## config.mk

```make
export PLATFORM = sky130hd
export DESIGN_NAME = id_issue_flat
export DESIGN_NICKNAME = d
export VERILOG_FILES = /design/src/rtl/id_issue_if.sv /design/src/rtl/id_issue.sv /design/src/flat_wrapper.sv
export SDC_FILE = /design/constraint.sdc
export NUM_CORES = 1
export LEC_CHECK = 0
export CAP_MARGIN = 10
export CORE_ASPECT_RATIO = 0.5
export CORE_MARGIN = 4
export CORE_UTILIZATION = 30
export DETAILED_ROUTE_END_ITERATION = 6
export PLACE_DENSITY = 0.7
export REMOVE_ABC_BUFFERS = 1
export SLEW_MARGIN = 20
export SYNTH_ARGS = -nofsm -noshare
export SYNTH_HDL_FRONTEND = slang
export SYNTH_SLANG_ARGS = --single-unit
export TNS_END_PERCENT = 1
```

## constraint.sdc

```tcl
create_clock -name clk -period 2.1 [get_ports clk]
set_input_delay 0.42 -clock clk [delete_from_list [all_inputs] [get_ports clk]]
set_output_delay 0.42 -clock clk [all_outputs]
set_load 0.02 [all_outputs]
```

## src/rtl/id_issue_if.sv

```systemverilog
// -----------------------------------------------------------------------------
// id_issue_if
// Purpose : ID -> EX issue bundle with a valid/ready handshake. The decode
//           stage drives the bundle and valid; the execute stage returns ready.
// Signals : valid     bundle valid
//           ready     EX accepts the bundle this cycle
//           pc        pc of the issued instruction
//           reg1/reg2 resolved source operands
//           imm       sign-extended immediate
//           rd/wreg   destination register and its write enable
//           opcode    inst[6:0]
//           funct3    inst[14:12]
//           funct7b5  inst[30]
// Modports: master (decode side), slave (execute side)
// -----------------------------------------------------------------------------
interface id_issue_if #(
    parameter int XLEN    = 32,
    parameter int RADDR_W = 5
);
    logic               valid;
    logic               ready;
    logic [XLEN-1:0]    pc;
    logic [XLEN-1:0]    reg1;
    logic [XLEN-1:0]    reg2;
    logic [XLEN-1:0]    imm;
    logic [RADDR_W-1:0] rd;
    logic               wreg;
    logic [6:0]         opcode;
    logic [2:0]         funct3;
    logic               funct7b5;

    modport master (
        output valid, pc, reg1, reg2, imm, rd, wreg, opcode, funct3, funct7b5,
        input  ready
    );

    modport slave (
        input  valid, pc, reg1, reg2, imm, rd, wreg, opcode, funct3, funct7b5,
        output ready
    );
endinterface

```

## src/rtl/id_issue.sv

```systemverilog
// -----------------------------------------------------------------------------
// id_issue
// Purpose : RV32I decode/issue stage. Decodes the IF/ID instruction, drives the
//           regfile read ports, resolves operands, detects hazards and registers
//           the ID/EX bundle under a valid/ready handshake (latency 1).
// Ports   : clk, rst (synchronous, active-low)
//           inst_i, pc_i, valid_i, ready_o          IF/ID side
//           re*_o, raddr*_o, rdata*_i               regfile read ports
//           ex_wreg_i, ex_wd_i, ex_wdata_i, ex_load_i  EX-stage writer
//           mem_wreg_i, mem_wd_i, mem_wdata_i       MEM-stage writer
//           flush_i                                 redirect, kills ID and input
//           ex                                      ID/EX bundle (id_issue_if.master)
// Config  : ID_FORWARD_EN defined   -> EX/MEM forwarding, stall only on load-use.
//           ID_FORWARD_EN undefined -> operands from regfile only, stall on any
//                                      pending EX/MEM writer of a source register.
// -----------------------------------------------------------------------------
module id_issue #(
    parameter int XLEN    = 32,
    parameter int RADDR_W = 5
) (
    input  logic               clk,
    input  logic               rst,
    input  logic [31:0]        inst_i,
    input  logic [XLEN-1:0]    pc_i,
    input  logic               valid_i,
    output logic               ready_o,
    output logic               re1_o,
    output logic [RADDR_W-1:0] raddr1_o,
    input  logic [XLEN-1:0]    rdata1_i,
    output logic               re2_o,
    output logic [RADDR_W-1:0] raddr2_o,
    input  logic [XLEN-1:0]    rdata2_i,
    input  logic               ex_wreg_i,
    input  logic [RADDR_W-1:0] ex_wd_i,
    input  logic [XLEN-1:0]    ex_wdata_i,
    input  logic               ex_load_i,
    input  logic               mem_wreg_i,
    input  logic [RADDR_W-1:0] mem_wd_i,
    input  logic [XLEN-1:0]    mem_wdata_i,
    input  logic               flush_i,
    id_issue_if.master         ex
);
    localparam logic [6:0] OP_LUI    = 7'b0110111;
    localparam logic [6:0] OP_AUIPC  = 7'b0010111;
    localparam logic [6:0] OP_JAL    = 7'b1101111;
    localparam logic [6:0] OP_JALR   = 7'b1100111;
    localparam logic [6:0] OP_BRANCH = 7'b1100011;
    localparam logic [6:0] OP_LOAD   = 7'b0000011;
    localparam logic [6:0] OP_STORE  = 7'b0100011;
    localparam logic [6:0] OP_IMM    = 7'b0010011;
    localparam logic [6:0] OP_OP     = 7'b0110011;

    // Immediate per instruction format; R-type and unknown opcodes give 0.
    function automatic logic signed [31:0] imm_gen(input logic [31:0] ins);
        logic signed [31:0] imm;
        case (ins[6:0])
            OP_JALR, OP_LOAD, OP_IMM: imm = {{20{ins[31]}}, ins[31:20]};
            OP_STORE:                 imm = {{20{ins[31]}}, ins[31:25], ins[11:7]};
            OP_BRANCH:                imm = {{19{ins[31]}}, ins[31], ins[7], ins[30:25], ins[11:8], 1'b0};
            OP_LUI, OP_AUIPC:         imm = {ins[31:12], 12'b0};
            OP_JAL:                   imm = {{11{ins[31]}}, ins[31], ins[19:12], ins[20], ins[30:21], 1'b0};
            default:                  imm = '0;
        endcase
        return imm;
    endfunction

    logic                   dec_re1;
    logic                   dec_re2;
    logic                   dec_wr;
    logic                   wreg_d;
    logic signed [XLEN-1:0] imm_d;
    logic                   ex_hit1;
    logic                   ex_hit2;
    logic                   mem_hit1;
    logic                   mem_hit2;
    logic [XLEN-1:0]        opnd1;
    logic [XLEN-1:0]        opnd2;
    logic                   stall;
    logic                   adv;
    logic                   issue;

    logic                   vld_p1;
    logic [XLEN-1:0]        pc_p1;
    logic [XLEN-1:0]        reg1_p1;
    logic [XLEN-1:0]        reg2_p1;
    logic signed [XLEN-1:0] imm_p1;
    logic [RADDR_W-1:0]     rd_p1;
    logic                   wreg_p1;
    logic [6:0]             opcode_p1;
    logic [2:0]             funct3_p1;
    logic                   funct7b5_p1;

    // ---- stage 0: combinational decode, operand select, hazard detect ----
    always_comb begin
        dec_re1 = 1'b0;
        dec_re2 = 1'b0;
        dec_wr  = 1'b0;
        case (inst_i[6:0])
            OP_LUI, OP_AUIPC, OP_JAL: dec_wr = 1'b1;
            OP_JALR, OP_LOAD, OP_IMM: begin
                dec_re1 = 1'b1;
                dec_wr  = 1'b1;
            end
            OP_BRANCH, OP_STORE: begin
                dec_re1 = 1'b1;
                dec_re2 = 1'b1;
            end
            OP_OP: begin
                dec_re1 = 1'b1;
                dec_re2 = 1'b1;
                dec_wr  = 1'b1;
            end
            default: ;
        endcase
    end

    assign raddr1_o = inst_i[19:15];
    assign raddr2_o = inst_i[24:20];
    assign re1_o    = valid_i & dec_re1;
    assign re2_o    = valid_i & dec_re2;
    assign wreg_d   = dec_wr & (inst_i[11:7] != 5'd0);
    assign imm_d    = XLEN'(imm_gen(inst_i));

    assign ex_hit1  = ex_wreg_i  & (ex_wd_i  == raddr1_o);
    assign ex_hit2  = ex_wreg_i  & (ex_wd_i  == raddr2_o);
    assign mem_hit1 = mem_wreg_i & (mem_wd_i == raddr1_o);
    assign mem_hit2 = mem_wreg_i & (mem_wd_i == raddr2_o);

`ifdef ID_FORWARD_EN
    // x0 and disabled ports read as zero; the younger EX result wins over MEM.
    function automatic logic [XLEN-1:0] select_operand(
        input logic               re,
        input logic [RADDR_W-1:0] addr,
        input logic [XLEN-1:0]    rdata,
        input logic               ex_hit,
        input logic [XLEN-1:0]    ex_data,
        input logic               mem_hit,
        input logic [XLEN-1:0]    mem_data
    );
        if (!re || addr == '0) return '0;
        if (ex_hit)            return ex_data;
        if (mem_hit)           return mem_data;
        return rdata;
    endfunction

    assign opnd1 = select_operand(re1_o, raddr1_o, rdata1_i, ex_hit1, ex_wdata_i, mem_hit1, mem_wdata_i);
    assign opnd2 = select_operand(re2_o, raddr2_o, rdata2_i, ex_hit2, ex_wdata_i, mem_hit2, mem_wdata_i);

    // Only a load in EX cannot be forwarded yet.
    assign stall = valid_i & ex_load_i & (ex_wd_i != '0) &
                   ((re1_o & ex_hit1) | (re2_o & ex_hit2));
`else
    function automatic logic [XLEN-1:0] select_operand(
        input logic               re,
        input logic [RADDR_W-1:0] addr,
        input logic [XLEN-1:0]    rdata
    );
        if (!re || addr == '0) return '0;
        return rdata;
    endfunction

    logic unused_fwd;

    assign opnd1 = select_operand(re1_o, raddr1_o, rdata1_i);
    assign opnd2 = select_operand(re2_o, raddr2_o, rdata2_i);

    // Without bypass paths, any in-flight writer of a source register blocks issue.
    assign stall = valid_i &
                   ((re1_o & (raddr1_o != '0) & (ex_hit1 | mem_hit1)) |
                    (re2_o & (raddr2_o != '0) & (ex_hit2 | mem_hit2)));

    assign unused_fwd = ^{ex_load_i, ex_wdata_i, mem_wdata_i};
`endif

    assign adv     = ~vld_p1 | ex.ready;
    assign issue   = valid_i & ~stall;
    // During a flush the input is dropped, so IF may always move on.
    assign ready_o = flush_i | (adv & ~stall);

    // ---- stage 1: ID/EX bundle register ----
    always_ff @(posedge clk) begin
        if (!rst) begin
            vld_p1      <= 1'b0;
            pc_p1       <= '0;
            reg1_p1     <= '0;
            reg2_p1     <= '0;
            imm_p1      <= '0;
            rd_p1       <= '0;
            wreg_p1     <= 1'b0;
            opcode_p1   <= '0;
            funct3_p1   <= '0;
            funct7b5_p1 <= 1'b0;
        end else if (flush_i) begin
            vld_p1 <= 1'b0;
        end else if (adv) begin
            vld_p1 <= issue;
            if (issue) begin
                pc_p1       <= pc_i;
                reg1_p1     <= opnd1;
                reg2_p1     <= opnd2;
                imm_p1      <= imm_d;
                rd_p1       <= inst_i[11:7];
                wreg_p1     <= wreg_d;
                opcode_p1   <= inst_i[6:0];
                funct3_p1   <= inst_i[14:12];
                funct7b5_p1 <= inst_i[30];
            end
        end
    end

    assign ex.valid    = vld_p1;
    assign ex.pc       = pc_p1;
    assign ex.reg1     = reg1_p1;
    assign ex.reg2     = reg2_p1;
    assign ex.imm      = imm_p1;
    assign ex.rd       = rd_p1;
    assign ex.wreg     = wreg_p1;
    assign ex.opcode   = opcode_p1;
    assign ex.funct3   = funct3_p1;
    assign ex.funct7b5 = funct7b5_p1;
endmodule

```

## src/flat_wrapper.sv

```systemverilog
// flat-port wrapper written by rule: the top's interface ports become plain ports
module id_issue_flat 
#(
    parameter int XLEN    = 32,
    parameter int RADDR_W = 5
)
  (clk, rst, inst_i, pc_i, valid_i, ready_o, re1_o, raddr1_o, rdata1_i, re2_o, raddr2_o, rdata2_i, ex_wreg_i, ex_wd_i, ex_wdata_i, ex_load_i, mem_wreg_i, mem_wd_i, mem_wdata_i, flush_i, ex_valid, ex_pc, ex_reg1, ex_reg2, ex_imm, ex_rd, ex_wreg, ex_opcode, ex_funct3, ex_funct7b5, ex_ready);
  id_issue_if #(.XLEN(XLEN), .RADDR_W(RADDR_W)) ex_i ();
  input  logic clk;
  input  logic rst;
  input  logic [31:0] inst_i;
  input  logic [XLEN-1:0] pc_i;
  input  logic valid_i;
  output logic ready_o;
  output logic re1_o;
  output logic [RADDR_W-1:0] raddr1_o;
  input  logic [XLEN-1:0] rdata1_i;
  output logic re2_o;
  output logic [RADDR_W-1:0] raddr2_o;
  input  logic [XLEN-1:0] rdata2_i;
  input  logic ex_wreg_i;
  input  logic [RADDR_W-1:0] ex_wd_i;
  input  logic [XLEN-1:0] ex_wdata_i;
  input  logic ex_load_i;
  input  logic mem_wreg_i;
  input  logic [RADDR_W-1:0] mem_wd_i;
  input  logic [XLEN-1:0] mem_wdata_i;
  input  logic flush_i;
  output wire logic [$bits(ex_i.valid)-1:0] ex_valid;
  output wire logic [$bits(ex_i.pc)-1:0] ex_pc;
  output wire logic [$bits(ex_i.reg1)-1:0] ex_reg1;
  output wire logic [$bits(ex_i.reg2)-1:0] ex_reg2;
  output wire logic [$bits(ex_i.imm)-1:0] ex_imm;
  output wire logic [$bits(ex_i.rd)-1:0] ex_rd;
  output wire logic [$bits(ex_i.wreg)-1:0] ex_wreg;
  output wire logic [$bits(ex_i.opcode)-1:0] ex_opcode;
  output wire logic [$bits(ex_i.funct3)-1:0] ex_funct3;
  output wire logic [$bits(ex_i.funct7b5)-1:0] ex_funct7b5;
  input wire logic [$bits(ex_i.ready)-1:0] ex_ready;
  assign ex_valid = ex_i.valid;
  assign ex_pc = ex_i.pc;
  assign ex_reg1 = ex_i.reg1;
  assign ex_reg2 = ex_i.reg2;
  assign ex_imm = ex_i.imm;
  assign ex_rd = ex_i.rd;
  assign ex_wreg = ex_i.wreg;
  assign ex_opcode = ex_i.opcode;
  assign ex_funct3 = ex_i.funct3;
  assign ex_funct7b5 = ex_i.funct7b5;
  assign ex_i.ready = ex_ready;
  id_issue #(.XLEN(XLEN), .RADDR_W(RADDR_W)) u_core (.clk(clk), .rst(rst), .inst_i(inst_i), .pc_i(pc_i), .valid_i(valid_i), .ready_o(ready_o), .re1_o(re1_o), .raddr1_o(raddr1_o), .rdata1_i(rdata1_i), .re2_o(re2_o), .raddr2_o(raddr2_o), .rdata2_i(rdata2_i), .ex_wreg_i(ex_wreg_i), .ex_wd_i(ex_wd_i), .ex_wdata_i(ex_wdata_i), .ex_load_i(ex_load_i), .mem_wreg_i(mem_wreg_i), .mem_wd_i(mem_wd_i), .mem_wdata_i(mem_wdata_i), .flush_i(flush_i), .ex(ex_i));
endmodule
```

# ---- After elaboration in Yosys (flattened, before gate mapping)
# Cells that the tools add are included.
dict set report classes {
  bitwise_logic 23
  eq_ne 13
  mux 10
  n_reduce_logical 16
}
# operator count
set op_table {}
lappend op_table {{case mux 32 bit (5 select lines)} 1}
lappend op_table {{two-way mux 32 bit} 4}
lappend op_table {{== test 7 x 6 -> 1 bit (second input constant)} 3}
lappend op_table {{== test 7 bit (second input constant)} 3}
lappend op_table {{== test 5 bit} 4}
lappend op_table {{nonzero test 5 bit} 3}
lappend op_table {{bitwise AND 1 bit} 14}
lappend op_table {{== test 7 x 5 -> 1 bit (second input constant)} 2}
lappend op_table {{logical NOT 5 bit} 2}
lappend op_table {{== test 7 x 2 -> 1 bit (second input constant)} 1}
lappend op_table {{OR reduction 7 bit} 1}
lappend op_table {{OR reduction 3 bit} 2}
lappend op_table {{OR reduction 6 bit} 1}
lappend op_table {{two-way mux 1 bit} 5}
lappend op_table {{bitwise OR 1 bit} 5}
lappend op_table {{inverter 1 bit} 4}
lappend op_table {{OR reduction 2 bit} 2}
lappend op_table {{AND reduction 3 bit} 1}
lappend op_table {{logical NOT 1 bit} 2}
lappend op_table {{logical OR 1 bit} 2}
dict set report totals {
  out_inout_bits 159
  ff_bits 146
  inputBits 210
}

# ---- Longest topological paths before layout
dict set report depth {
  word_depth 11
  ltp_mapped 9
  depth_no_buf 5
}

# ---- Worst setup path before layout
# Ideal clock, no wire load.
dict set report synth_path {
  kind {in2reg}
  start {in inst_i[3]}
  end {reg u_core.imm_p1[20] (netlist: u_core.ex.imm[20])}
  path_stages 9
  slack_ns -0.205
  n_path_buf 4
  t_required_ns 2.028
  arrival_ns 2.234
  path_cell_list {buf_4 > nand4b_4 > a2111oi_4 > o21ai_2 > o221ai_2 > buf_4 > buf_8 > buf_6 > mux2i_1}
}
dict set report synth_via {
  elab_chain_cells 11
  word_cells_on_any_way 27
  cone_classes {9 x eq/ne; 3 x mux; 10 x bitwise; 5 x reduce/logical}
}
# element line_no
set synth_rtl {}
lappend synth_rtl {{from (decl)} flat_wrapper.sv:11} ;# input logic [31:0] inst_i;
lappend synth_rtl {{== test 7 x 6 -> 1 bit or == test 7 bit (tied branches)} id_issue.sv:98} ;# case (inst_i[6:0])
lappend synth_rtl {{OR reduction 3 bit (no line) *} -}
lappend synth_rtl {{two-way mux 1 bit *} id_issue.sv:98}
lappend synth_rtl {{bitwise AND 1 bit *} id_issue.sv:120} ;# assign re2_o = valid_i & dec_re2;
lappend synth_rtl {{net re2_o} flat_wrapper.sv:18} ;# output logic re2_o;
lappend synth_rtl {{bitwise AND 1 bit * (2 in a row)} id_issue.sv:170} ;# (re2_o & (raddr2_o != '0) & (ex_hit2 | mem_hit2)));
lappend synth_rtl {{bitwise OR 1 bit *} id_issue.sv:169} ;# ((re1_o & (raddr1_o != '0) & (ex_hit1 | mem_hit1)) |
lappend synth_rtl {{bitwise AND 1 bit *} id_issue.sv:168} ;# assign stall = valid_i &
lappend synth_rtl {{inverter 1 bit *} id_issue.sv:176} ;# assign issue = valid_i & ~stall;
lappend synth_rtl {{bitwise AND 1 bit *} id_issue.sv:176}
lappend synth_rtl {{AND reduction 3 bit (no line) *} -}
lappend synth_rtl {{to (signal assigned)} id_issue.sv:201} ;# imm_p1 <= imm_d;
lappend synth_rtl {{to (decl)} id_issue.sv:86} ;# logic signed [XLEN-1:0] imm_p1;
# The timed path passes the listed nets; every way through them passes the cells marked *.
# A chain may end at the register's enable or synchronous reset.

# ---- Final worst setup path
dict set report layout_path {
  start {in ex_wd_i[4]}
  end {out ready_o}
}
dict set report layout_via {
  elab_chain_cells 9
  word_cells_on_any_way 13
  cone_classes {2 x eq/ne; 11 x bitwise}
}
# element line_no
set layout_rtl {}
lappend layout_rtl {{from (decl)} flat_wrapper.sv:22} ;# input logic [RADDR_W-1:0] ex_wd_i;
lappend layout_rtl {{== test 5 bit, on equally long branches} {id_issue.sv:124, id_issue.sv:125}}
lappend layout_rtl {{bitwise AND 1 bit, on equally long branches} {id_issue.sv:124, id_issue.sv:125}}
lappend layout_rtl {{bitwise OR 1 bit, on equally long branches} {id_issue.sv:169, id_issue.sv:170}}
lappend layout_rtl {{bitwise AND 1 bit, on equally long branches} {id_issue.sv:169, id_issue.sv:170}}
lappend layout_rtl {{bitwise OR 1 bit *} id_issue.sv:169}
lappend layout_rtl {{bitwise AND 1 bit *} id_issue.sv:168}
lappend layout_rtl {{inverter 1 bit *} id_issue.sv:178} ;# assign ready_o = flush_i | (adv & ~stall);
lappend layout_rtl {{bitwise AND 1 bit *} id_issue.sv:178}
lappend layout_rtl {{bitwise OR 1 bit *} id_issue.sv:178}
lappend layout_rtl {{to (decl)} flat_wrapper.sv:14} ;# output logic ready_o;
# Every way passes the cells marked *; elsewhere a longest branch is shown, timed or not.

==> results.txt <==
status - finished, violations left
failing checks - setup timing
Crit. End Element - primary output
CTS Root Cell - clkbuf_16
critical path launch point type - input pin
Hold Crit Class - in -> reg
All-Layer GR Usage - 18.1%
HPWL after DPL - 18,000 µm
routed via count - 6,386
Final Critical Period - 2.16 ns
Avg WL per Cell - 17.0 µm
Area Overhead vs Synth - 68.1%
number of buffers added on ports - 303
post-synthesis sequential area ratio - 43.6%
Post-synth EDFFs - 0
CTS tree - yes
VDD IR-drop max - 0.504 mV
Pleak - 4.82 nW
Power Dens Cells - 645 nW/µm²
layout cell share with drive strength beyond 1 - 14.3%
Avg Inst Size Synth - 8.96 µm²
clock tree buffer depth - 2
vias in the first global route - 6,443
cts hold-fix bufs - 0
Clk Latency, worst-skew pair - 0.43 ns
Slew Limit Fails - 0
RSZ-0062 raised after global routing - yes
Max Fanout on Critical Path - 2
Initial Utilization - 30.7%
nets - 1,291
H-tree levels - 4
clk_skew - 0.00470 ns
Finished Cell Area - 11,300 µm²
gp weighted congestion - 0.920
CP required - 1.68 ns
max_slew headroom - 68.6%
drt initial violations - 372
remaining global-route overflow - 0
antenna-violating nets left - 0
synth warn - 0
setup ws final - -0.0605 ns
Die W - 219 µm
post-route setup TNS - -0.0605 ns
Fmax achieved - 463 MHz
Post-synth ARST share - 0%
Synth Cell Area - 6700 µm²
CTS Buf Count - 17
fillers - 1,952
DRC Markers - 0
first-pass GRT wire length - 35,200 µm
die area - 24,900 µm²
initial antenna violation count - 3
Least-Margin Pin Slew - 0.466 ns
TritonRoute pass-1 iters - 5
Netlist cell types - 44
DP Area - 10,400 µm²
Max-Cap Viols - 0
CP arrival - 1.74 ns
Final setup viols - 1
Gate Count Post-Synth - 748
CTS sink cnt - 146
top_reg_cell synth - dfxtp_1
most frequent cells in the layout - nand2_1 (283), clkdlybuf4s50_1 (271), dfxtp_1 (146)
Setup CP Type - in -> out
most common cell after layout, fill and taps aside - nand2_1
Cell Rows - 38
largest net degree at the start of global routing - 106
Yosys reg bits - 146
part of the cycle the worst path needs - 103%
Die Y - 114 µm
Reg clk slew, reported paths - 0.06 ns
Hold Fails Final Rpt - 0
final WL - 23,700 µm
Tot Pwr - 0.00726 W
Placeable Area - 21,800 µm²
vias per cell - 4.57
Ports - 369
==> state kept, by name (all words and copies together) (netlist names) <==
| register | count |
|---|---|
| u_core.ex.imm | 32 |
| u_core.ex.pc | 32 |
| u_core.ex.reg1 | 32 |
| u_core.ex.reg2 | 32 |
| u_core.ex.opcode | 7 |
| u_core.ex.rd | 5 |
| u_core.ex.funct3 | 3 |
| u_core.ex.funct7b5 | 1 |
| u_core.ex.valid | 1 |
| u_core.ex.wreg | 1 |
==> kinds of logic (layout without fill, tap and decap cells) <==
family | Yosys count | count (layout) | synth area share [%]
buffers and inverters | 70 | 416 | 6.11
other | 0 | 3 | 0
and+or+nand+nor | 320 | 320 | 19.6
AOI/OAI and AO/OA | 46 | 46 | 6.24
xor gates and xnor gates | 20 | 20 | 2.61
muxes | 146 | 146 | 21.8
DFF | 146 | 146 | 43.6
==> metrics by stage <==
step                      std cells  utilization, %  setup WS, ns  hold slack, ns
final                          1397            51.6       -0.0605           0.369
after global routing           1397            51.6        -0.143           0.370
after CTS                      1390            51.0       -0.0615           0.346
after detailed placement       1353            47.6        -0.807           0.451
after global placement         1353            47.6        -0.814           0.444
after floorplan                 684               -         -5.59           0.498
==> final cells by class <==
| cell class | instances | area (µm²) | share of cell area [%] |
|---|---|---|---|
| Timing Repair Buffer | 378 | 3740 | 33.2 |
| Tap cell | 300 | 375 | 3.33 |
| Antenna cell | 3 | 7.51 | 0.0667 |
| Clock inverter | 14 | 204 | 1.81 |
| Inverter | 6 | 22.5 | 0.200 |
| Sequential cell | 146 | 2920 | 26.0 |
| Multi-Input combinational cell | 532 | 3550 | 31.5 |
| Clock buffer | 18 | 439 | 3.90 |
==> report_power, final <==
part | total, W | switching (W) | internal, W
clock | 0.00333 | 0.00129 | 0.00204
sequential | 0.00285 | 0.0000280 | 0.00283
combinational | 0.00108 | 0.000497 | 0.000584
==> final timing paths <==
kind | to | slack [ns] | start | cells after the start
max | ready_o | -0.06 | ex_wd_i[4] | 7
min | u_core.ex.imm[21]$_SDFFE_PN0P_ | 0.37 | rst | 3
max reg2reg | u_core.ex.imm[20]$_SDFFE_PN0P_ | 0.50 | u_core.ex.valid$_SDFFE_PP0P_ | 7
min reg2reg | u_core.ex.imm[16]$_SDFFE_PN0P_ | 0.46 | u_core.ex.imm[16]$_SDFFE_PN0P_ | 2
==> metal layers <==
metal | track usage (%) | part of all wire (%)
met5 | 0 | 0
met4 | 8.71 | 4.4
met3 | 3.51 | 3.1
met2 | 33.6 | 54
met1 | 19.9 | 39
==> worst max-delay path, stage by stage <==
cell and delay [ns]:
clkdlybuf4s15_1 0.21, xor2_1 0.18, nor4_2 0.30, a32oi_2 0.18, o221ai_2 0.23, nand2b_1 0.09
buf_6 0.13
==> timing repair <==
action | in CTS | in global routing
gates cloned | 0 | 0
pin swaps | 11 | 11
buffers inserted | 5 | 4
resized for setup | 81 | 51
endpoints found under the setup margin | 147 | 142
==> synthesized netlist by cell type, types with 2 or more instances <==
cell / count / share of area [%]
or4_1: 4 / 0.45
nor2_1: 3 / 0.17
nor4_1: 7 / 0.65
inv_1: 6 / 0.34
buf_4: 21 / 2.4
a22o_1: 15 / 2.0
mux2i_1: 145 / 22
o221ai_1: 2 / 0.26
a2111oi_4: 2 / 0.82
clkbuf_1: 34 / 1.9
nand2_1: 283 / 16
nand2b_1: 3 / 0.28
nand4b_1: 2 / 0.26
a21oi_1: 3 / 0.22
dfxtp_1: 146 / 44
buf_2: 3 / 0.22
a21o_1: 9 / 1.0
nand3b_1: 2 / 0.22
xnor2_1: 4 / 0.52
o21ai_0: 2 / 0.15
nand3_1: 6 / 0.45
and2_1: 2 / 0.19
a32oi_1: 2 / 0.26
xor2_1: 16 / 2.1
buf_8: 5 / 1.1
o211a_1: 2 / 0.30
nor3_1: 2 / 0.15
No activity file was read; power rests on OpenSTA's default activity.
